$ cat src/rtl/probe_cmd_pkg.sv
// Shared opcode constants, FSM state type and command-shape decoder for probe command arbitration.
// PCA_RSP_TIMEOUT_EN adds the RERR state used after a response timeout.
package probe_cmd_pkg;

  localparam logic [7:0] CMD_RD_A_LO = 8'd2;
  localparam logic [7:0] CMD_RD_A_HI = 8'd9;
  localparam logic [7:0] CMD_WR_A_LO = 8'd10;
  localparam logic [7:0] CMD_WR_A_HI = 8'd13;
  localparam logic [7:0] CMD_RD_B_LO = 8'd14;
  localparam logic [7:0] CMD_RD_B_HI = 8'd17;
  localparam logic [7:0] CMD_WR_B_LO = 8'd18;
  localparam logic [7:0] CMD_WR_B_HI = 8'd21;
  localparam logic [7:0] CMD_RD_C    = 8'd22;
  localparam logic [7:0] CMD_WR_C    = 8'd23;
  localparam logic [7:0] CMD_RD_D    = 8'd24;
  localparam logic [7:0] CMD_WR_D    = 8'd25;

  typedef enum logic [2:0] {
    ST_IDLE,
    ST_OPC,
    ST_ARG,
    ST_RSP
`ifdef PCA_RSP_TIMEOUT_EN
    , ST_RERR
`endif
  } pca_state_e;

  typedef struct packed {
    logic n_arg;
    logic n_rsp;
  } cmd_shape_t;

  function automatic cmd_shape_t cmd_shape(input logic [7:0] opcode);
    cmd_shape_t shape;
    shape = '0;
    if ((opcode >= CMD_RD_A_LO && opcode <= CMD_RD_A_HI) ||
        (opcode >= CMD_RD_B_LO && opcode <= CMD_RD_B_HI) ||
        opcode == CMD_RD_C || opcode == CMD_RD_D) begin
      shape.n_rsp = 1'b1;
    end else if ((opcode >= CMD_WR_A_LO && opcode <= CMD_WR_A_HI) ||
                 (opcode >= CMD_WR_B_LO && opcode <= CMD_WR_B_HI) ||
                 opcode == CMD_WR_C || opcode == CMD_WR_D) begin
      shape.n_arg = 1'b1;
    end
    return shape;
  endfunction

endpackage

$ cat src/rtl/probe_cmd_decode.sv
// Combinational opcode decoder: reports operand and response byte counts for a probe command.
module probe_cmd_decode
  import probe_cmd_pkg::*;
(
  input  logic [7:0] opcode_i,
  output logic       n_arg_o,
  output logic       n_rsp_o
);

  cmd_shape_t shape;

  always_comb begin
    shape   = cmd_shape(opcode_i);
    n_arg_o = shape.n_arg;
    n_rsp_o = shape.n_rsp;
  end

endmodule

$ cat src/rtl/probe_cmd_arbiter.sv
// Round-robin arbiter giving two command sources whole-command access to the uartprobe byte port.
// Define PCA_RSP_TIMEOUT_EN to bound the response wait (TIMEOUT_CYCLES) and return 8'hFF on expiry.
module probe_cmd_arbiter
  import probe_cmd_pkg::*;
#(
  parameter int unsigned TIMEOUT_CYCLES = 1024
) (
  input  logic       clk,
  input  logic       m_areset,
  input  logic       s0_rx_valid,
  input  logic [7:0] s0_rx_data,
  output logic       s0_rx_ready,
  output logic       s0_tx_valid,
  output logic [7:0] s0_tx_data,
  input  logic       s0_tx_ready,
  input  logic       s1_rx_valid,
  input  logic [7:0] s1_rx_data,
  output logic       s1_rx_ready,
  output logic       s1_tx_valid,
  output logic [7:0] s1_tx_data,
  input  logic       s1_tx_ready,
  output logic       m_rx_valid,
  output logic [7:0] m_rx_data,
  input  logic       m_rx_ready,
  input  logic       m_tx_valid,
  input  logic [7:0] m_tx_data,
  output logic       m_tx_ready,
  output logic       owner,
  output logic       busy,
  output logic       stray,
  output logic       timeout
);

  if (TIMEOUT_CYCLES == 0) begin : g_bad_timeout
    $error("probe_cmd_arbiter: TIMEOUT_CYCLES must be nonzero");
  end

  pca_state_e state_q, state_d;
  logic       owner_q, owner_d;
  logic       rsp_pend_q, rsp_pend_d;
  logic       stray_q, stray_d;

  logic       own_rx_valid;
  logic [7:0] own_rx_data;
  logic       own_tx_ready;
  logic       dec_arg, dec_rsp;
  logic       fwd_ready;
  logic       rsp_valid;
  logic [7:0] rsp_data;

  always_comb begin
    own_rx_valid = owner_q ? s1_rx_valid : s0_rx_valid;
    own_rx_data  = owner_q ? s1_rx_data  : s0_rx_data;
    own_tx_ready = owner_q ? s1_tx_ready : s0_tx_ready;
  end

  probe_cmd_decode u_decode (
    .opcode_i (own_rx_data),
    .n_arg_o  (dec_arg),
    .n_rsp_o  (dec_rsp)
  );

`ifdef PCA_RSP_TIMEOUT_EN
  localparam int unsigned     CNT_W    = $clog2(TIMEOUT_CYCLES + 1);
  localparam logic [CNT_W-1:0] TMO_LAST = CNT_W'(TIMEOUT_CYCLES - 1);

  logic [CNT_W-1:0] tmo_cnt_q, tmo_cnt_d;
  logic             tmo_hit;
  logic             timeout_q;

  // Counts only starved cycles; a presented-but-unaccepted byte holds the count.
  always_comb begin
    tmo_hit   = (state_q == ST_RSP) && !m_tx_valid && (tmo_cnt_q == TMO_LAST);
    tmo_cnt_d = tmo_cnt_q;
    if (state_q != ST_RSP) begin
      tmo_cnt_d = '0;
    end else if (!m_tx_valid) begin
      tmo_cnt_d = tmo_cnt_q + CNT_W'(1);
    end
  end

  always_ff @(posedge clk or posedge m_areset) begin
    if (m_areset) begin
      tmo_cnt_q <= '0;
      timeout_q <= 1'b0;
    end else begin
      tmo_cnt_q <= tmo_cnt_d;
      timeout_q <= tmo_hit;
    end
  end

  always_comb timeout = timeout_q;
`else
  always_comb timeout = 1'b0;
`endif

  always_comb begin
    state_d    = state_q;
    owner_d    = owner_q;
    rsp_pend_d = rsp_pend_q;
    m_rx_valid = 1'b0;
    m_rx_data  = '0;
    m_tx_ready = 1'b1;
    fwd_ready  = 1'b0;
    rsp_valid  = 1'b0;
    rsp_data   = '0;

    unique case (state_q)
      ST_IDLE: begin
        if (s0_rx_valid || s1_rx_valid) begin
          state_d = ST_OPC;
          owner_d = (s0_rx_valid && s1_rx_valid) ? ~owner_q : s1_rx_valid;
        end
      end
      ST_OPC: begin
        m_rx_valid = own_rx_valid;
        m_rx_data  = own_rx_data;
        fwd_ready  = m_rx_ready;
        if (own_rx_valid && m_rx_ready) begin
          rsp_pend_d = dec_rsp;
          if (dec_arg)      state_d = ST_ARG;
          else if (dec_rsp) state_d = ST_RSP;
          else              state_d = ST_IDLE;
        end
      end
      ST_ARG: begin
        m_rx_valid = own_rx_valid;
        m_rx_data  = own_rx_data;
        fwd_ready  = m_rx_ready;
        if (own_rx_valid && m_rx_ready) begin
          state_d = rsp_pend_q ? ST_RSP : ST_IDLE;
        end
      end
      ST_RSP: begin
        m_tx_ready = own_tx_ready;
        rsp_valid  = m_tx_valid;
        rsp_data   = m_tx_data;
        if (m_tx_valid && own_tx_ready) begin
          state_d = ST_IDLE;
        end
`ifdef PCA_RSP_TIMEOUT_EN
        else if (tmo_hit) begin
          state_d = ST_RERR;
        end
`endif
      end
`ifdef PCA_RSP_TIMEOUT_EN
      ST_RERR: begin
        rsp_valid = 1'b1;
        rsp_data  = 8'hFF;
        if (own_tx_ready) begin
          state_d = ST_IDLE;
        end
      end
`endif
      default: state_d = ST_IDLE;
    endcase

    s0_rx_ready = fwd_ready & ~owner_q;
    s1_rx_ready = fwd_ready &  owner_q;
    s0_tx_valid = rsp_valid & ~owner_q;
    s1_tx_valid = rsp_valid &  owner_q;
    s0_tx_data  = owner_q ? 8'h00 : rsp_data;
    s1_tx_data  = owner_q ? rsp_data : 8'h00;

    // Outside RSP the probe port is always ready, so any presented byte is discarded.
    stray_d = m_tx_valid && (state_q != ST_RSP);
  end

  always_ff @(posedge clk or posedge m_areset) begin
    if (m_areset) begin
      state_q    <= ST_IDLE;
      owner_q    <= 1'b1;
      rsp_pend_q <= 1'b0;
      stray_q    <= 1'b0;
    end else begin
      state_q    <= state_d;
      owner_q    <= owner_d;
      rsp_pend_q <= rsp_pend_d;
      stray_q    <= stray_d;
    end
  end

  always_comb begin
    owner = owner_q;
    busy  = (state_q != ST_IDLE);
    stray = stray_q;
  end

endmodule
$ cat config.mk
export PLATFORM = sky130hd
export DESIGN_NAME = probe_cmd_arbiter
export DESIGN_NICKNAME = d
export VERILOG_FILES = /design/src/rtl/probe_cmd_pkg.sv /design/src/rtl/probe_cmd_decode.sv /design/src/rtl/probe_cmd_arbiter.sv
export SDC_FILE = /design/constraint.sdc
export NUM_CORES = 1
export LEC_CHECK = 0
export ABC_AREA = 1
export CORE_ASPECT_RATIO = 0.8
export CORE_MARGIN = 4
export CORE_UTILIZATION = 32
export DETAILED_ROUTE_END_ITERATION = 6
export PLACE_DENSITY = 0.78
export SLEW_MARGIN = 10
export SYNTH_ARGS = -nofsm -noshare
export SYNTH_HDL_FRONTEND = slang
export SYNTH_SLANG_ARGS = --single-unit
$ cat constraint.sdc
create_clock -name clk -period 1.7 [get_ports clk]
set_clock_uncertainty 0.15 [all_clocks]
set_input_delay 0.34 -clock clk [delete_from_list [all_inputs] [get_ports clk]]
set_output_delay 0.34 -clock clk [all_outputs]
set_load 0.005 [all_outputs]
==> results <==
## registers in the layout, summed over array words and instances, names as in the netlist
register and flops:
rsp_pend_q 1, state_q 2, stray 1, owner 1
## cell usage after synthesis
cell type / n / area [um2]
nand3b_1: 1 / 7.51
nor3_1: 20 / 100
buf_6: 2 / 22.5
nand3_1: 13 / 65.1
clkbuf_1: 4 / 15.0
or2_2: 1 / 6.26
clkinv_1: 1 / 3.75
o2111ai_1: 1 / 8.76
o21ai_0: 3 / 15.0
inv_4: 1 / 6.26
nor2_2: 1 / 6.26
ha_1: 4 / 50.1
o21ai_1: 1 / 5.00
a21oi_1: 2 / 10.0
buf_8: 1 / 15.0
dfrtp_1: 4 / 100
o21a_1: 1 / 7.51
nand2_1: 45 / 169
nor2_1: 16 / 60.1
inv_1: 34 / 128
o31ai_1: 1 / 7.51
conb_1: 1 / 3.75
dfstp_2: 1 / 26.3
nand2_2: 11 / 68.8
mux2_2: 1 / 11.3
buf_4: 1 / 7.51
nor2_4: 1 / 11.3
## final cells by class
type / count / share of cell area
timing repair buffer: 118 / 0.431
timing repair inverter: 1 / 0.00258
inverter: 36 / 0.0702
multi-input combinational: 124 / 0.405
sequential: 5 / 0.0522
clock buffer: 4 / 0.0186
tap: 38 / 0.0196
## how the worst min path moves through the flow
stage	from	end	depth (start not counted)
2_1_floorplan	m_areset	rsp_pend_q	1
3_3_place_gp	rsp_pend_q	rsp_pend_q	1
3_5_place_dp	rsp_pend_q	rsp_pend_q	1
6_report	m_areset	rsp_pend_q	2
4_1_cts	m_areset	stray	2
5_1_grt	m_areset	rsp_pend_q	2
## metrics by stage
| step | std cells | total power [mW] |
|---|---|---|
| floorplan | 173 | 1.33 |
| global placement | 304 | 2.47 |
| detailed placement | 304 | 2.51 |
| CTS | 321 | 3.38 |
| global route | 326 | 4.27 |
| finish | 326 | 4.05 |
## routing by layer
layer / global-route usage / routed length, um
met1: 0.272 / 2130
met2: 0.426 / 2790
met3: 0.0440 / 480
met4: 0.0935 / 449
met5: 0 / 0
## placed cells by master (no fill, tap or decap), types with 2 or more instances in the layout
cell type,Yosys,layout
dfrtp_1,4,4
buf_12,0,7
buf_6,2,15
nor2_1,16,12
nand2_4,0,15
ha_4,0,2
nand3_2,0,4
buf_4,1,32
o21ai_0,3,2
nand2_2,11,16
buf_2,0,30
clkdlybuf4s50_1,0,32
nor3_4,0,7
nor3_2,0,13
inv_4,1,2
nand3_1,13,9
nand2_1,45,25
ha_1,4,2
inv_1,34,28
nor2_4,1,5
inv_2,0,4
clkbuf_8,0,3
## report_power, final
group	leakage, nW	switching (mW)	internal [mW]
Combinational	1.20	1.87	1.74
Sequential	0.0612	0.0385	0.177
Clock	0.0228	0.0628	0.161
Total	1.28	1.97	2.08
## worst register-to-register path, delay by kind of cell, from the launching register on
family / cells / cell delay (ps)
and+or+nand+nor: 11 / 910
DFF: 1 / 530
buffers and inverters: 3 / 400
## cells by family (layout without fill, tap and decap cells)
group                      after synthesis  after routing
AOI/OAI and AO/OA                        9              9
other                                    1              1
muxes                                    1              1
adders and majority gates                4              4
buffers and inverters                   44            159
and+or+nand+nor                        109            109
DFF                                      5              5
## repair_timing
action                     CTS  global route
resized for setup          184            57
hold buffers                 0             0
setup endpoints to repair   35            34
gates cloned                 5             0
pin swaps                   34            33
setup buffers                8            11
==> summary.txt <==
Status
  – Failing checks: setup timing
  – Outcome: finished, violations left

Timing
  – Fmax: 470 MHz
  – Endpoints failing setup: 33
  – Crit share post-route: 1.25
  – Setup TNS: -7050 ps
  – Hold_ws: 166 ps
  – Final hold vios: 0
  – Setup ws final: -429 ps
  – Unrepaired setup endpoints after global routing: true
  – Fin crit period: 2130 ps
  – Fin. max-slew vios: 0

Layout
  – Reg area: 126 um2
  – Filler cells: 140
  – Layout Utilization: 0.869
  – Final net count: 325
  – Layout area overhead: 158%
  – Multi-input gate area: 982 um2
  – Share of post-route cells with drive strength above 1: 0.576
  – Antenna Diode Count: 0
  – Cell area after layout: 2420 um2

Synth
  – Mapped Area: 937 um2
  – Sequential element share of the synthesized area: 0.135
  – Adder-cell area share of the yosys netlist: 0.0534
  – Simple-Gate Fraction of Synth Area: 0.527
  – Syn Inst Count: 173
  – Syn Area/Cell: 5.42 um2
  – Post-synthesis cell type count: 27
  – Net Count, Synth: 209
  – Largest family of logic cells by synthesized area: simple AND/OR/NAND/NOR gates
  – #FFs+latches synth: 5
  – Yosys synthesis warning count: 0
  – Post-synthesis mux area share: 0.0120
  – Post-Synth XOR/XNOR Area: 0
  – Area fraction in compound gates after synthesis: 0.0574

Setup path
  – Worst-path cell chain: buf_12 -> buf_12 -> nand2_4 -> nand2_4 -> buf_6 -> nand3_2 -> nand2_1 -> nor2_1 -> nor2_1 -> nand2_2 -> nand2_2 -> nand2_1 -> nand2_1 -> nand2_1
  – WS Path Type: reg -> reg
  – CP peak stage delay: 530 ps
  – Worst reg2reg setup slack: -430 ps
  – Setup crit end: state_q[0]
  – Arrival time worst endpoint: 2080 ps
  – Critical path startpoint: owner
  – Crit end category: register
  – Reg-to-Reg Start: owner
  – Most frequent CP cell: nand2_1
  – Slowest CP cell: dfstp_2
  – Reg2Reg Depth: 14
  – WP depth: 14
  – Crit-path max FO: 7
  – Bufs and invs on worst path: 3
  – Capturing point of the worst reg2reg path: state_q[0]
  – Worst path required time: 1650 ps
  – CP startpoint kind: register
  – CP top delay family: simple AND/OR/NAND/NOR gates

GRT
  – Total track usage: 0.239
  – Vias in the first global route: 1529
  – Total gr overflow: 0
  – First-pass GRT wire length: 7.00 mm
  – Largest net degree at the start of global routing: 11
  – Initial antenna violation count: 0

Die
  – Die ar.: 3860 um2
  – Starting Density: 0.336
  – Core area: 2790 um2
  – Die X: 68.5 um
  – Die Ht: 56.4 um
  – IO Pins: 66
  – Row cnt: 17

Clocking
  – Clk_lat worst skew: 230 ps
  – CTS tree: yes
  – Root buf cell: clkbuf_8
  – TritonCTS Buffers: 3
  – Clock Tree Buf Depth: 2
  – H-tree depth: 1
  – CTS clk-pin slew, worst paths: 40 ps
  – Clock sink count: 5

Placed design
  – Hpwl dp: 2.68 mm
  – Post-DP Area: 1920 um2
  – Port bufs: 64
  – Placer Congestion: 0.796
  – Post-Place Setup Slack: -436 ps

Power and ir drop
  – Worst VDD drop: 0.00107 V
  – PD cells: 1670 nW/um2
  – Leak Pwr: 1.28 nW

Routing
  – DRT antenna net count: 0
  – Vias per Instance: 5.33
  – Initial drt markers: 129
  – DR DRC count: 0
  – Vias: 1738
  – Routed WL per cell: 17.9 um
  – Initial DRT Pass Iterations: 4
  – WL final: 5.84 mm

Min path
  – Worst Hold Class: in -> async

Run
  – Max Cap Viol: 0
Note: power is estimated with default switching activity, not from simulation.
